<file path="src/rtl/game_pay_ctrl_pkg.sv">
// Shared definitions for the payment/session controller and the play counter it drives:
// state encodings, default widths/limits and the coin-to-credit helper.
package game_pay_ctrl_pkg;

    localparam int MONEY_W_DEF    = 10;
    localparam int MAX_CREDIT_DEF = 999;

    typedef enum logic [2:0] {
        ST_IDLE = 3'd0,
        ST_LOAD = 3'd1,
        ST_ARM  = 3'd2,
        ST_PLAY = 3'd3,
        ST_OVER = 3'd4
    } state_e;

    // Credit value of one cycle's coin pulses; both together give 6.
    function automatic logic [2:0] coin_value(input logic c1, input logic c5);
        return (c5 ? 3'd5 : 3'd0) + (c1 ? 3'd1 : 3'd0);
    endfunction

endpackage

</file>
<file path="src/rtl/game_credit_acc.sv">
// Saturating credit accumulator. clr drops the held credit but still adds this
// cycle's coins, so no coin is lost when credit is spent.
module game_credit_acc
    import game_pay_ctrl_pkg::*;
#(
    parameter int MONEY_W    = MONEY_W_DEF,
    parameter int MAX_CREDIT = MAX_CREDIT_DEF
) (
    input  logic               clk,
    input  logic               rst_n,
    input  logic               clr,
    input  logic [2:0]         add,
    output logic [MONEY_W-1:0] credit
);

    localparam logic [MONEY_W:0] MAX_EXT = (MONEY_W + 1)'(MAX_CREDIT);

    logic [MONEY_W:0]   base;
    logic [MONEY_W:0]   sum;
    logic [MONEY_W-1:0] credit_d;

    always_comb begin
        base     = clr ? '0 : {1'b0, credit};
        sum      = base + {{(MONEY_W - 2){1'b0}}, add};
        credit_d = (sum > MAX_EXT) ? MAX_EXT[MONEY_W-1:0] : sum[MONEY_W-1:0];
    end

    always_ff @(posedge clk or negedge rst_n) begin
        if (!rst_n) begin
            credit <= '0;
        end else begin
            credit <= credit_d;
        end
    end

endmodule

</file>
<file path="src/rtl/game_pay_ctrl.sv">
// Payment/session controller: turns coin credit into load pulses for game_count,
// drives boost during play and holds a fixed OVER period before returning to IDLE.
module game_pay_ctrl
    import game_pay_ctrl_pkg::*;
#(
    parameter int MONEY_W    = MONEY_W_DEF,
    parameter int MAX_CREDIT = MAX_CREDIT_DEF,
    parameter int MIN_START  = 10,
    parameter int OVER_CYC   = 16
) (
    input  logic               clk,
    input  logic               rst_n,
    input  logic               coin1,
    input  logic               coin5,
    input  logic               start,
    input  logic               boost_req,
    input  logic               red,
    input  logic               yellow,
    input  logic [MONEY_W-1:0] remain,
    output logic               set,
    output logic [MONEY_W-1:0] money,
    output logic               boost,
    output logic [MONEY_W-1:0] credit,
    output logic [2:0]         state
);

    localparam int               CNT_W     = (OVER_CYC > 1) ? $clog2(OVER_CYC) : 1;
    localparam logic [CNT_W-1:0] CNT_LAST  = CNT_W'(OVER_CYC - 1);
    localparam logic [MONEY_W:0] MAX_EXT   = (MONEY_W + 1)'(MAX_CREDIT);
    localparam logic [MONEY_W-1:0] MIN_VAL = MONEY_W'(MIN_START);

    state_e             state_q, state_d;
    logic [MONEY_W-1:0] money_q, money_d;
    logic               boost_q, boost_d;
    logic [CNT_W-1:0]   cnt_q, cnt_d;
    logic               clr;
    logic [MONEY_W:0]   topup_sum;
    logic [MONEY_W-1:0] topup;

    game_credit_acc #(
        .MONEY_W    (MONEY_W),
        .MAX_CREDIT (MAX_CREDIT)
    ) u_credit (
        .clk    (clk),
        .rst_n  (rst_n),
        .clr    (clr),
        .add    (coin_value(coin1, coin5)),
        .credit (credit)
    );

    // Top-up sum is one bit wider so it can be clamped instead of wrapping.
    always_comb begin
        topup_sum = {1'b0, remain} + {1'b0, credit};
        topup     = (topup_sum > MAX_EXT) ? MAX_EXT[MONEY_W-1:0] : topup_sum[MONEY_W-1:0];
    end

    always_comb begin
        state_d = state_q;
        money_d = money_q;
        boost_d = 1'b0;
        cnt_d   = cnt_q;
        clr     = 1'b0;
        case (state_q)
            ST_IDLE: begin
                if (start && (credit >= MIN_VAL)) begin
                    state_d = ST_LOAD;
                    money_d = credit;
                    clr     = 1'b1;
                end
            end
            ST_LOAD: state_d = ST_ARM;
            ST_ARM:  state_d = ST_PLAY;
            ST_PLAY: begin
                // red wins over a top-up request; boost is only kept while play continues.
                if (red) begin
                    state_d = ST_OVER;
                    cnt_d   = '0;
                end else if (start && (credit != '0)) begin
                    state_d = ST_LOAD;
                    money_d = topup;
                    clr     = 1'b1;
                end else begin
                    boost_d = boost_req & ~yellow;
                end
            end
            ST_OVER: begin
                if (cnt_q == CNT_LAST) begin
                    state_d = ST_IDLE;
                end else begin
                    cnt_d = cnt_q + 1'b1;
                end
            end
            default: state_d = ST_IDLE;
        endcase
    end

    always_ff @(posedge clk or negedge rst_n) begin
        if (!rst_n) begin
            state_q <= ST_IDLE;
            money_q <= '0;
            boost_q <= 1'b0;
            cnt_q   <= '0;
        end else begin
            state_q <= state_d;
            money_q <= money_d;
            boost_q <= boost_d;
            cnt_q   <= cnt_d;
        end
    end

    assign set   = (state_q == ST_LOAD);
    assign money = money_q;
    assign boost = boost_q;
    assign state = state_q;

endmodule
</file>
<file path="config.mk">
export PLATFORM = sky130hd
export DESIGN_NAME = game_pay_ctrl
export DESIGN_NICKNAME = d
export VERILOG_FILES = /design/src/rtl/game_pay_ctrl_pkg.sv /design/src/rtl/game_credit_acc.sv /design/src/rtl/game_pay_ctrl.sv
export SDC_FILE = /design/constraint.sdc
export NUM_CORES = 1
export LEC_CHECK = 0
export ABC_AREA = 0
export CORE_MARGIN = 2
export CORE_UTILIZATION = 55
export CTS_CLUSTER_DIAMETER = 120
export CTS_CLUSTER_SIZE = 40
export DETAILED_ROUTE_END_ITERATION = 10
export PLACE_DENSITY = 0.85
export SETUP_SLACK_MARGIN = 0.2
export SLEW_MARGIN = 5
export SYNTH_ARGS = -nofsm -noshare
export SYNTH_HDL_FRONTEND = slang
export SYNTH_SLANG_ARGS = --single-unit
</file>
<file path="constraint.sdc">
create_clock -name clk -period 6.1 [get_ports clk]
set_clock_uncertainty 0.05 [all_clocks]
set_input_delay 0.915 -clock clk [delete_from_list [all_inputs] [get_ports clk]]
set_output_delay 0.915 -clock clk [all_outputs]
set_load 0.02 [all_outputs]
</file>
==> out/metrics.yaml <==
floorplanning:
  die_y_um: 64.8
  initial_core_util: 0.563
  design.core.area_um2: 3610
  die_area_um2: 4200
  die_w_um: 64.8
  pin_count: 43
  rows: 22
power:
  switching_share: 0.464
  power.density_nw_per_um2: 470
  fin_total_pwr_uw: 1180
  p_sw_uw: 549
  p_int_uw: 634
  peakVddDrop_uv: 247
  clkPwrFrac: 0.096
  p_leak_uw: 0.00111
  seqPwrFrac: 0.289
  comb_power_share: 0.615
drt:
  drc: 0
  wl_per_cell_um: 14.6
  drt-total-wl_mm: 4.54
  firstDrtPassIters: 4
  vias: 1795
  drt_iter0_markers: 124
  antenna_left: 0
  avgViaCountPerCell: 5.75
grt:
  grt_pass1_wl_mm: 7.82
  grt_pass1_vias: 1731
  globalRouteTotalUtil: 0.234
  gr-total-overflow: 0
  grt_antenna_before_repair: 0
  grt_max_degree: 29
logic_synthesis:
  synthFlopType: "dfrtp_1"
  synth_edf_count: 0
  synth_seq_cells: 28
  synth.top_cell.area_share: 0.345
  yosys.cell_count.top_type: "dfrtp_1"
  synth_fp_nets: 259
  synth_common_cells: "dfrtp_1 (28), nand2_1 (21), nor2_1 (16)"
  ys_seq_area_frac: 0.345
  ys_types: 53
  synth_warnings: 0
  synth_area_um2: 2030
  netlist_instances: 224
  yosysTopAreaCell: "dfrtp_1"
  synth.area.top_cells: "dfrtp_1 (34%), ha_1 (9.2%), nand2_1 (3.9%), xor2_1 (3.9%), a21oi_1 (3.7%)"
  async_flop_share: 1.00
  syn_area_per_cell_um2: 9.07
sta:
  final_max_slew_viol_count: 0
  worst_pin_slew_ns: 0.499
  slew_headroom: 0.664
  fmax_mhz: 227
  setup_tns_ns: 0
  rsz0062_at_grt: "false"
  period_share: 0.723
  setup_slack_ns: 1.69
  hold_ws_ns: 0.436
  finalSetupViolations: 0
  hold_violations: 0
  period_minus_slack_ns: 4.41
clock_network:
  insertion_delay_ns: 0.27
  cts_resized: 0
  numCtsBuffers: 3
  clockBufferDepth: 2
  post_cts_buffers: 0
  htree_levels: 1
  cts_root_buf: "clkbuf_8"
  cts_hold_buf: 0
  cts_tree: "built"
  cts.clk_slew.worst_paths_ns: 0.09
  cts.sinks: 28
placed_design:
  dpl_worst_slack_ns: 1.40
  dpl.hpwl_mm: 3.42
  io_buffer_count: 42
  gp_congestion: 0.871
final_layout:
  layout-drive-gt1-share: 0.0682
  insertedDiodeCount: 0
  nFillCells: 290
  area.growth.synth_to_final_pct: 23.7
  multiInputGateArea_um2: 1220
  final_util: 0.697
  register_area_um2: 701
  layout.nets: 300
min_path:
  hold_class: "flip-flop to flip-flop"
  worstHoldPathCells: 2
  min_from: "money[7]$_DFFE_PN0P_"
  worstHoldEndpoint: "money[7]$_DFFE_PN0P_"
worst_setup_path:
  cp_max_fo: 24
  r2r_cells: 14
  crit_type: "primary input to flip-flop"
  cp.arrival_ns: 4.57
  cp.required_ns: 6.26
  regToRegSetupSlack_ns: 1.94
  r2r_start: "u_credit.credit[3]$_DFF_PN0_"
  cp-end-kind: "flip-flop"
  start_kind: "primary input"
  reg2reg_to: "u_credit.credit[0]$_DFF_PN0_"
job:
  cap_violations: 0
outcome:
  status: "finished clean"
==> cells by family after synthesis <==
kind of cell | after synthesis | synth area share
xor+xnor | 15 | 0.0647
buf+inv | 19 | 0.0523
flops | 28 | 0.345
simple gates | 80 | 0.215
compound gates | 65 | 0.211
fa+ha+maj | 17 | 0.112
==> cell usage in the layout, fill, tap and decap left out, types with 3 or more instances in the layout <==
cell / count
and2_1: 3
ha_1: 15
a21oi_1: 15
xnor2_1: 6
o22ai_1: 6
nand3_1: 8
or3_1: 3
clkdlybuf4s50_1: 42
nand2b_1: 4
o21ai_1: 4
and3_1: 3
dfrtp_1: 28
nor3_1: 3
clkbuf_8: 4
o21ai_0: 15
nand4_1: 3
inv_1: 12
nand2_1: 21
xor2_1: 9
nor2_1: 16
o21a_1: 5
==> per-layer routing <==
metal	vias up	GRT usage	wire, um
li1	888	-	-
met1	842	0.311	2070
met2	59	0.392	2230
met3	6	0.0330	223
met4	0	0.0798	25
met5	-	0	0
==> worst max-delay path by stage <==
stage	start	end	slack [ns]	depth (start not counted)
after CTS	red	u_credit.credit[0]$_DFF_PN0_	1.68	15
after detailed placement	red	u_credit.credit[0]$_DFF_PN0_	1.40	15
after global placement	red	u_credit.credit[0]$_DFF_PN0_	1.51	15
final	red	u_credit.credit[0]$_DFF_PN0_	1.69	15
after floorplan	red	u_credit.credit[0]$_DFF_PN0_	2.48	15
after global routing	red	u_credit.credit[0]$_DFF_PN0_	1.41	15
==> registers in the layout, summed over array words and instances, names as in the netlist <==
register / count
state: 3
cnt_q: 4
u_credit.credit: 10
money: 10
boost: 1
==> worst max-delay path, stage by stage <==
cell and delay (ns):
clkdlybuf4s50_1 0.47, and2b_2 0.26, nand2_1 0.08, o221ai_2 0.20
nand3b_2 0.39, and2_1 0.33, ha_1 0.19, inv_1 0.07
fa_1 0.20, inv_1 0.05, a21oi_1 0.37, or3b_1 0.39
a2111oi_0 0.39, o21ai_1 0.15, nand2b_1 0.11
==> power groups by stage <==
| stage | registers (uW) | logic (uW) | clock network, uW |
|---|---|---|---|
| CTS | 340 | 726 | 116 |
| global route | 352 | 803 | 124 |
| finish | 341 | 728 | 113 |
| floorplan | 372 | 481 | 0 |
| detailed placement | 343 | 718 | 0 |
| global placement | 340 | 698 | 0 |
==> layout make-up <==
| class | instances | area share |
|---|---|---|
| Multi-Input combinational cell | 177 | 0.487 |
| Sequential cell | 28 | 0.279 |
| Timing Repair Buffer | 43 | 0.170 |
| Tap cell | 48 | 0.0239 |
| Clock buffer | 4 | 0.0219 |
| Inverter | 12 | 0.0179 |
==> stage by stage <==
step / cells / instance area (um2)
global route: 312 / 2510
global placement: 308 / 2460
detailed placement: 308 / 2460
finish: 312 / 2510
CTS: 312 / 2510
floorplan: 224 / 2030
(Power assumes the default switching activity.)
